==> src/rtl/instr_sequencer.sv <==
// -----------------------------------------------------------------------------
// instr_sequencer
//
// Multi-cycle fetch / decode / execute controller for a small RV32-style
// register-file + ALU datapath. It fetches one 32-bit instruction at a time
// over a req/valid handshake, decodes it, and drives the register addresses,
// write enable, ALU controls and immediate to the datapath. It also resolves
// conditional branches from the datapath EQ flag and owns the program counter.
//
// Supported instructions: ADDI, ADD, SUB, BEQ, BNE. Every other encoding is
// illegal.
//
// Each instruction takes one FETCH cycle plus any memory wait cycles, then one
// DECODE cycle and one EXECUTE cycle.
//
// Optional feature (compile-time macro ILLEGAL_TRAP_EN):
//   defined   : an illegal instruction stops the core in a HALT state. In HALT,
//               halted=1, pc is frozen, and no further fetches are issued.
//               Only rst leaves HALT.
//   undefined : an illegal instruction executes as a NOP (pc+4, retired
//               pulses, no register write). halted is tied to 0.
//
// Parameters:
//   PC_WIDTH   width of pc / imem_addr (at most 32)
//   RESET_PC   pc value loaded on reset
//
// Ports:
//   clk         in   clock, all state updates on the rising edge
//   rst         in   synchronous active-high reset
//   imem_req    out  fetch request, held high until imem_valid
//   imem_addr   out  fetch address, equal to pc
//   imem_valid  in   imem_rdata valid, accepted only while imem_req=1
//   imem_rdata  in   instruction word
//   EQ          in   datapath equality flag (RD1 == ALU operand 2)
//   AD1/AD2/AD3 out  rs1 / rs2 / rd register addresses
//   WE3         out  register write enable (EXECUTE only, never for x0)
//   ALUSrc      out  1 = immediate is ALU operand 2
//   ALUCtrl     out  0 = add, 1 = sub
//   ImmOp       out  sign-extended immediate
//   pc          out  current program counter
//   retired     out  one-cycle pulse while a completing instruction executes
//   halted      out  sticky trap flag (ILLEGAL_TRAP_EN builds only)
// -----------------------------------------------------------------------------
module instr_sequencer #(
    parameter int                  PC_WIDTH = 32,
    parameter logic [PC_WIDTH-1:0] RESET_PC = '0
) (
    input  logic                clk,
    input  logic                rst,
    output logic                imem_req,
    output logic [PC_WIDTH-1:0] imem_addr,
    input  logic                imem_valid,
    input  logic [31:0]         imem_rdata,
    input  logic                EQ,
    output logic [4:0]          AD1,
    output logic [4:0]          AD2,
    output logic [4:0]          AD3,
    output logic                WE3,
    output logic                ALUSrc,
    output logic                ALUCtrl,
    output logic [31:0]         ImmOp,
    output logic [PC_WIDTH-1:0] pc,
    output logic                retired,
    output logic                halted
);

    // Major opcodes and function fields of the supported instructions.
    localparam logic [6:0] OPC_OPIMM  = 7'b0010011;
    localparam logic [6:0] OPC_OP     = 7'b0110011;
    localparam logic [6:0] OPC_BRANCH = 7'b1100011;
    localparam logic [2:0] F3_ADD     = 3'b000;
    localparam logic [2:0] F3_BEQ     = 3'b000;
    localparam logic [2:0] F3_BNE     = 3'b001;
    localparam logic [6:0] F7_ADD     = 7'b0000000;
    localparam logic [6:0] F7_SUB     = 7'b0100000;

`ifdef ILLEGAL_TRAP_EN
    typedef enum logic [1:0] {
        S_FETCH   = 2'd0,
        S_DECODE  = 2'd1,
        S_EXECUTE = 2'd2,
        S_HALT    = 2'd3
    } state_t;
`else
    typedef enum logic [1:0] {
        S_FETCH   = 2'd0,
        S_DECODE  = 2'd1,
        S_EXECUTE = 2'd2
    } state_t;
`endif

    typedef enum logic [2:0] {
        OP_ADDI,
        OP_ADD,
        OP_SUB,
        OP_BEQ,
        OP_BNE,
        OP_ILL
    } op_t;

    state_t      state;
    logic [31:0] instr;
    op_t         op;        // decoded class of the instruction in EXECUTE
    logic        we3_q;

    // Instruction fields.
    logic [6:0] opcode;
    logic [2:0] funct3;
    logic [6:0] funct7;
    logic [4:0] rd;

    assign opcode = instr[6:0];
    assign rd     = instr[11:7];
    assign funct3 = instr[14:12];
    assign funct7 = instr[31:25];

    // ------------------------------------------------------------------
    // Decode of the latched instruction word. Only used in DECODE, where
    // the results are captured into the datapath-facing registers.
    // ------------------------------------------------------------------
    op_t         dec_op;
    logic [31:0] dec_imm;
    logic        dec_writes;

    always_comb begin
        // NOTE: every variable written here gets a default first so that no
        // path through the case leaves it unassigned, which would infer a latch.
        dec_op  = OP_ILL;
        dec_imm = '0;
        case (opcode)
            OPC_OPIMM: begin
                if (funct3 == F3_ADD) begin
                    dec_op = OP_ADDI;
                end
            end
            OPC_OP: begin
                if (funct3 == F3_ADD && funct7 == F7_ADD) begin
                    dec_op = OP_ADD;
                end else if (funct3 == F3_ADD && funct7 == F7_SUB) begin
                    dec_op = OP_SUB;
                end
            end
            OPC_BRANCH: begin
                if (funct3 == F3_BEQ) begin
                    dec_op = OP_BEQ;
                end else if (funct3 == F3_BNE) begin
                    dec_op = OP_BNE;
                end
            end
            default: ;
        endcase

        // The immediate follows the decoded class, so illegal encodings that
        // happen to share an opcode with a legal one still produce 0.
        case (dec_op)
            OP_ADDI:
                dec_imm = {{20{instr[31]}}, instr[31:20]};
            OP_BEQ, OP_BNE:
                dec_imm = {{19{instr[31]}}, instr[31], instr[7],
                           instr[30:25], instr[11:8], 1'b0};
            default:
                dec_imm = '0;
        endcase
    end

    assign dec_writes = (dec_op == OP_ADDI) || (dec_op == OP_ADD) ||
                        (dec_op == OP_SUB);

    // ------------------------------------------------------------------
    // Branch resolution and next pc, evaluated during EXECUTE.
    // ------------------------------------------------------------------
    logic                taken;
    logic [PC_WIDTH-1:0] pc_next;

    assign taken   = ((op == OP_BEQ) &&  EQ) ||
                     ((op == OP_BNE) && !EQ);
    // Plain modular addition: the pc wraps silently at 2^PC_WIDTH.
    assign pc_next = taken ? pc + PC_WIDTH'(ImmOp) : pc + PC_WIDTH'(4);

    // ------------------------------------------------------------------
    // Sequencer state and all registered outputs.
    // ------------------------------------------------------------------
    always_ff @(posedge clk) begin
        if (rst) begin
            // NOTE: state updates use non-blocking assignments so every
            // register samples the values from before this edge.
            state   <= S_FETCH;
            pc      <= RESET_PC;
            instr   <= '0;
            op      <= OP_ILL;
            AD1     <= '0;
            AD2     <= '0;
            AD3     <= '0;
            ALUSrc  <= 1'b0;
            ALUCtrl <= 1'b0;
            ImmOp   <= '0;
            we3_q   <= 1'b0;
            retired <= 1'b0;
`ifdef ILLEGAL_TRAP_EN
            halted  <= 1'b0;
`endif
        end else begin
            case (state)
                S_FETCH: begin
                    // imem_req is high throughout FETCH outside reset, so a
                    // valid here is always a response to our request.
                    if (imem_valid) begin
                        instr <= imem_rdata;
                        state <= S_DECODE;
                    end
                end

                S_DECODE: begin
                    AD1     <= instr[19:15];
                    AD2     <= instr[24:20];
                    AD3     <= rd;
                    ImmOp   <= dec_imm;
                    ALUSrc  <= (dec_op == OP_ADDI);
                    ALUCtrl <= (dec_op == OP_SUB) || (dec_op == OP_BEQ) ||
                               (dec_op == OP_BNE);
                    op      <= dec_op;
                    // Writes to x0 are suppressed here so WE3 never rises.
                    we3_q   <= dec_writes && (rd != 5'd0);
`ifdef ILLEGAL_TRAP_EN
                    retired <= (dec_op != OP_ILL);
`else
                    retired <= 1'b1;
`endif
                    state   <= S_EXECUTE;
                end

                S_EXECUTE: begin
                    we3_q   <= 1'b0;
                    retired <= 1'b0;
`ifdef ILLEGAL_TRAP_EN
                    if (op == OP_ILL) begin
                        halted <= 1'b1;
                        state  <= S_HALT;
                    end else begin
                        pc    <= pc_next;
                        state <= S_FETCH;
                    end
`else
                    pc    <= pc_next;
                    state <= S_FETCH;
`endif
                end

`ifdef ILLEGAL_TRAP_EN
                S_HALT: begin
                    state <= S_HALT;
                end
`endif

                default: begin
                    state <= S_FETCH;
                end
            endcase
        end
    end

`ifndef ILLEGAL_TRAP_EN
    assign halted = 1'b0;
`endif

    // The request and the write enable are masked by rst itself. A fetch is
    // therefore never offered, and no register write happens, in a reset
    // cycle, even when reset arrives mid-FETCH or mid-EXECUTE.
    assign imem_req  = (state == S_FETCH) && !rst;
    assign WE3       = we3_q && !rst;
    assign imem_addr = pc;

endmodule

==> config.mk <==
export PLATFORM = sky130hd
export DESIGN_NAME = instr_sequencer
export DESIGN_NICKNAME = d
export VERILOG_FILES = /design/src/rtl/instr_sequencer.sv
export SDC_FILE = /design/constraint.sdc
export NUM_CORES = 1
export LEC_CHECK = 0
export ABC_AREA = 1
export CORE_ASPECT_RATIO = 1.5
export CORE_MARGIN = 2
export CORE_UTILIZATION = 53
export DETAILED_ROUTE_END_ITERATION = 10
export PLACE_DENSITY = 0.87
export SLEW_MARGIN = 20
export SYNTH_ARGS = -nofsm -noshare
export SYNTH_HDL_FRONTEND = slang
export SYNTH_SLANG_ARGS = --single-unit
export TNS_END_PERCENT = 5
==> constraint.sdc <==
create_clock -name clk -period 2.65 [get_ports clk]
set_input_delay 0.53 -clock clk [delete_from_list [all_inputs] [get_ports clk]]
set_output_delay 0.53 -clock clk [all_outputs]
set_load 0.02 [all_outputs]
==> results of run 1 <==
critical path, cell delays in order:
cell and delay [ns]:
clkdlybuf4s50_1 0.50, nor2_1 0.20, clkdlybuf4s50_1 0.63
placed cells by master, fill, tap and decap left out, types with 12 or more instances in the layout:
master / netlist / layout
ha_1: 37 / 37
clkdlybuf4s50_1: 0 / 151
nor2_1: 154 / 154
inv_1: 134 / 134
dfxtp_1: 101 / 101
nand2_1: 304 / 304
a21oi_1: 115 / 115
nand3_1: 71 / 71
xor2_1: 16 / 16
o21ai_0: 89 / 89
buf_4: 52 / 31
nor3_1: 18 / 18
nand4_1: 12 / 12
through the flow:
| stage | cells | area, µm² | hold WS [ns] | power, W |
|---|---|---|---|---|
| finish | 1484 | 9185 | 0.4642 | 0.004787 |
| global route | 1484 | 9185 | 0.4826 | 0.004998 |
| CTS | 1484 | 9185 | 0.4709 | 0.004771 |
| detailed placement | 1468 | 8891 | 0.4595 | 0.003440 |
| global placement | 1468 | 8891 | 0.4473 | 0.003415 |
| floorplan | 1206 | 7426 | 0.4426 | 0.002816 |
cells by family (layout without fill, tap and decap cells):
kind of cell,Yosys count,count (layout),synth area share (%)
AO/OA/AOI/OAI,229,229,16.23
XOR/XNOR,21,21,2.477
adder cells (fa/ha/maj),38,38,6.504
buffers and inverters,223,336,13.95
flip-flops,101,101,27.23
other,1,1,0.05050
AND/OR/NAND/NOR,593,593,33.56
how the worst min path moves through the flow:
stage	slack [ns]	to	start
6_report	0.46	AD3[3]	AD3[3]
5_1_grt	0.48	AD2[1]	AD2[1]
4_1_cts	0.47	AD3[2]	AD3[2]
3_5_place_dp	0.46	AD2[4]	AD2[4]
3_3_place_gp	0.45	AD3[2]	AD3[2]
2_1_floorplan	0.44	op[0]	op[0]
registers in the layout, summed over array words and instances (netlist names):
| register | cells |
|---|---|
| AD3 | 5 |
| retired | 1 |
| ALUCtrl | 1 |
| op | 3 |
| instr | 32 |
| AD1 | 5 |
| ALUSrc | 1 |
| we3_q | 1 |
| AD2 | 5 |
| imem_addr | 32 |
| ImmOp | 13 |
| state | 2 |
final cells by class:
class | instances | area, µm²
well taps | 165 | 206.4
flip-flops and latches | 101 | 2022
repair buffers | 184 | 1784
inverters | 136 | 510.5
fillers | 1253 | 4674
multi-input cells | 882 | 4368
clock buffers | 10 | 229.0
clock inverters | 6 | 65.06
power by group through the flow:
stage	clock network (W)	logic, W	registers [W]
after floorplan	0	0.000826	0.00199
after global placement	0	0.00154	0.00187
after detailed placement	0	0.00156	0.00188
after CTS	0.00136	0.00157	0.00184
after global routing	0.00141	0.00172	0.00187
final	0.00136	0.00158	0.00185
metal layers:
| metal | vias to the layer above | GRT usage [%] | wire [µm] |
|---|---|---|---|
| met5 | - | 0 | 0 |
| met4 | 0 | 23.84 | 1888 |
| met3 | 98 | 4.639 | 1281 |
| met2 | 308 | 60.63 | 12790 |
| met1 | 3713 | 33.91 | 8854 |
| li1 | 4068 | - | - |
==> summary.txt, run 1 <==
Outcome
  • Outcome: finished clean

Yosys
  • Synth Register Bits: 101
  • Top cells by count, synth: nand2_1, nor2_1, inv_1, a21oi_1, dfxtp_1
  • EDFF count, synth: 0
  • Most used DFF post-synth: dfxtp_1
  • Distinct cell type count after synthesis: 44
  • Ranking of synthesized cells by area: dfxtp_1, nand2_1, nor2_1
  • Async SR Flop Fraction: 0%
  • Seq/Total Area, Yosys: 27.23%
  • Share of the synthesized area in the top cell type: 27.23%
  • Count leader, synth: nand2_1
  • Largest area contributor in the netlist: dfxtp_1
  • Synth Instances: 1,206
  • Avg Cell Area, Syn: 6.157 µm²
  • Cell area after synthesis: 0.007426 mm²
  • Total of warnings raised by yosys: 0
  • Synth Net Count: 1,280

Cells and area
  • Post-layout util: 66.27%
  • Area grow syn2layout: 23.69%
  • Share of cells above drive strength 1: 5.459%
  • NumNets Final: 1,388
  • Number of inserted diodes: 0

Power
  • Switching power: 0.001787 W
  • Logic pwr share: 32.9%
  • Sequential power share: 38.6%
  • Pwr dens: 521.1 mW/mm²
  • Peak supply drop: 0.0004941 V
  • Standby leakage power: 4.176 nW
  • Clock power frac: 28.4%
  • Switching Share: 37.34%
  • Internal power: 0.002999 W

Die
  • IO Pins: 153
  • Width of the die: 100.6 µm
  • Starting Density: 53.58%
  • Total core area: 0.01386 mm²
  • Rows: 53
  • Die H: 149.0 µm
  • Die ar.: 0.01499 mm²

Worst setup path
  • Setup CP Type: in -> out
  • Critical path required time: 2.12 ns
  • Critical path origin: rst
  • CP endpoint kind: output port
  • Worst setup endpoint: WE3
  • R2r setup slk: 0.44 ns
  • Startpoint Class: input pin
  • CP arrival: 1.86 ns
  • R2R depth: 10
  • Worst reg2reg path endpoint: imem_addr[28]
  • R2R Path Start: ImmOp[30]
  • Worst-path fanout max: 4

Routing
  • Via count: 8,187
  • DRT iter0 DRCs: 498
  • Post-DR vias/cell: 5.517
  • # DRC: 0
  • Antenna-violating nets left: 0
  • Total wire length: 24.81 mm
  • 1st-pass router iterations: 5
  • Routed len/inst: 16.72 µm

STA
  • Worst clock skew: 0.01243 ns
  • Crit path time final: 2.387 ns
  • Pins Over Slew Limit: 0
  • RSZ-0062 raised after global routing: false
  • Final setup fails: 0
  • Worst setup margin: 0.2628 ns
  • Measured slew at the worst slew-check pin: 0.6977 ns
  • Final Hold Viols: 0
  • Max_slew headroom: 53.20%
  • Final Cycle Share: 90.08%
  • Max Clock Freq: 0.4189 GHz
  • Setup_tns: 0 ns

Global routing
  • Largest net degree at the start of global routing: 43
  • Vias in the first global route: 7,681
  • GRT Total Usage: 33.26%
  • Remaining Overflow, GRT: 0
  • First-pass GRT wire length: 38.48 mm
  • Initial antenna violation count: 0

CTS
  • Clk sinks: 101
  • Later-pin clock latency in the skew report: 0.36 ns
  • CTS resizes: 0
  • Root buf cell: clkbuf_16
  • Setup Fix Bufs, Post-CTS: 0
  • CTS tree: built
  • Num CTS Buffers: 9
  • H-tree depth: 3
  • CTS hold repair buffers: 0
  • Clk buf depth: 2
  • Clock transition at path regs: 0.08 ns

Placed design
  • IO buf count: 151
  • Post-place setup slack: 0.2803 ns
  • Post-detail-place hpwl: 19.20 mm
  • GP Congestion: 1.046

Min path
  • Worst hold path cell count: 2
  • Worst hold path type: reg -> reg

Job
  • # Max-Cap Violations: 0
(Power assumes the default switching activity.)
==> run 2: changes to the inputs <==
SLEW_MARGIN = not set   (was 20)
==> results of run 2 <==
No change in the layout: final DEF, timing and power equal those of run 1.
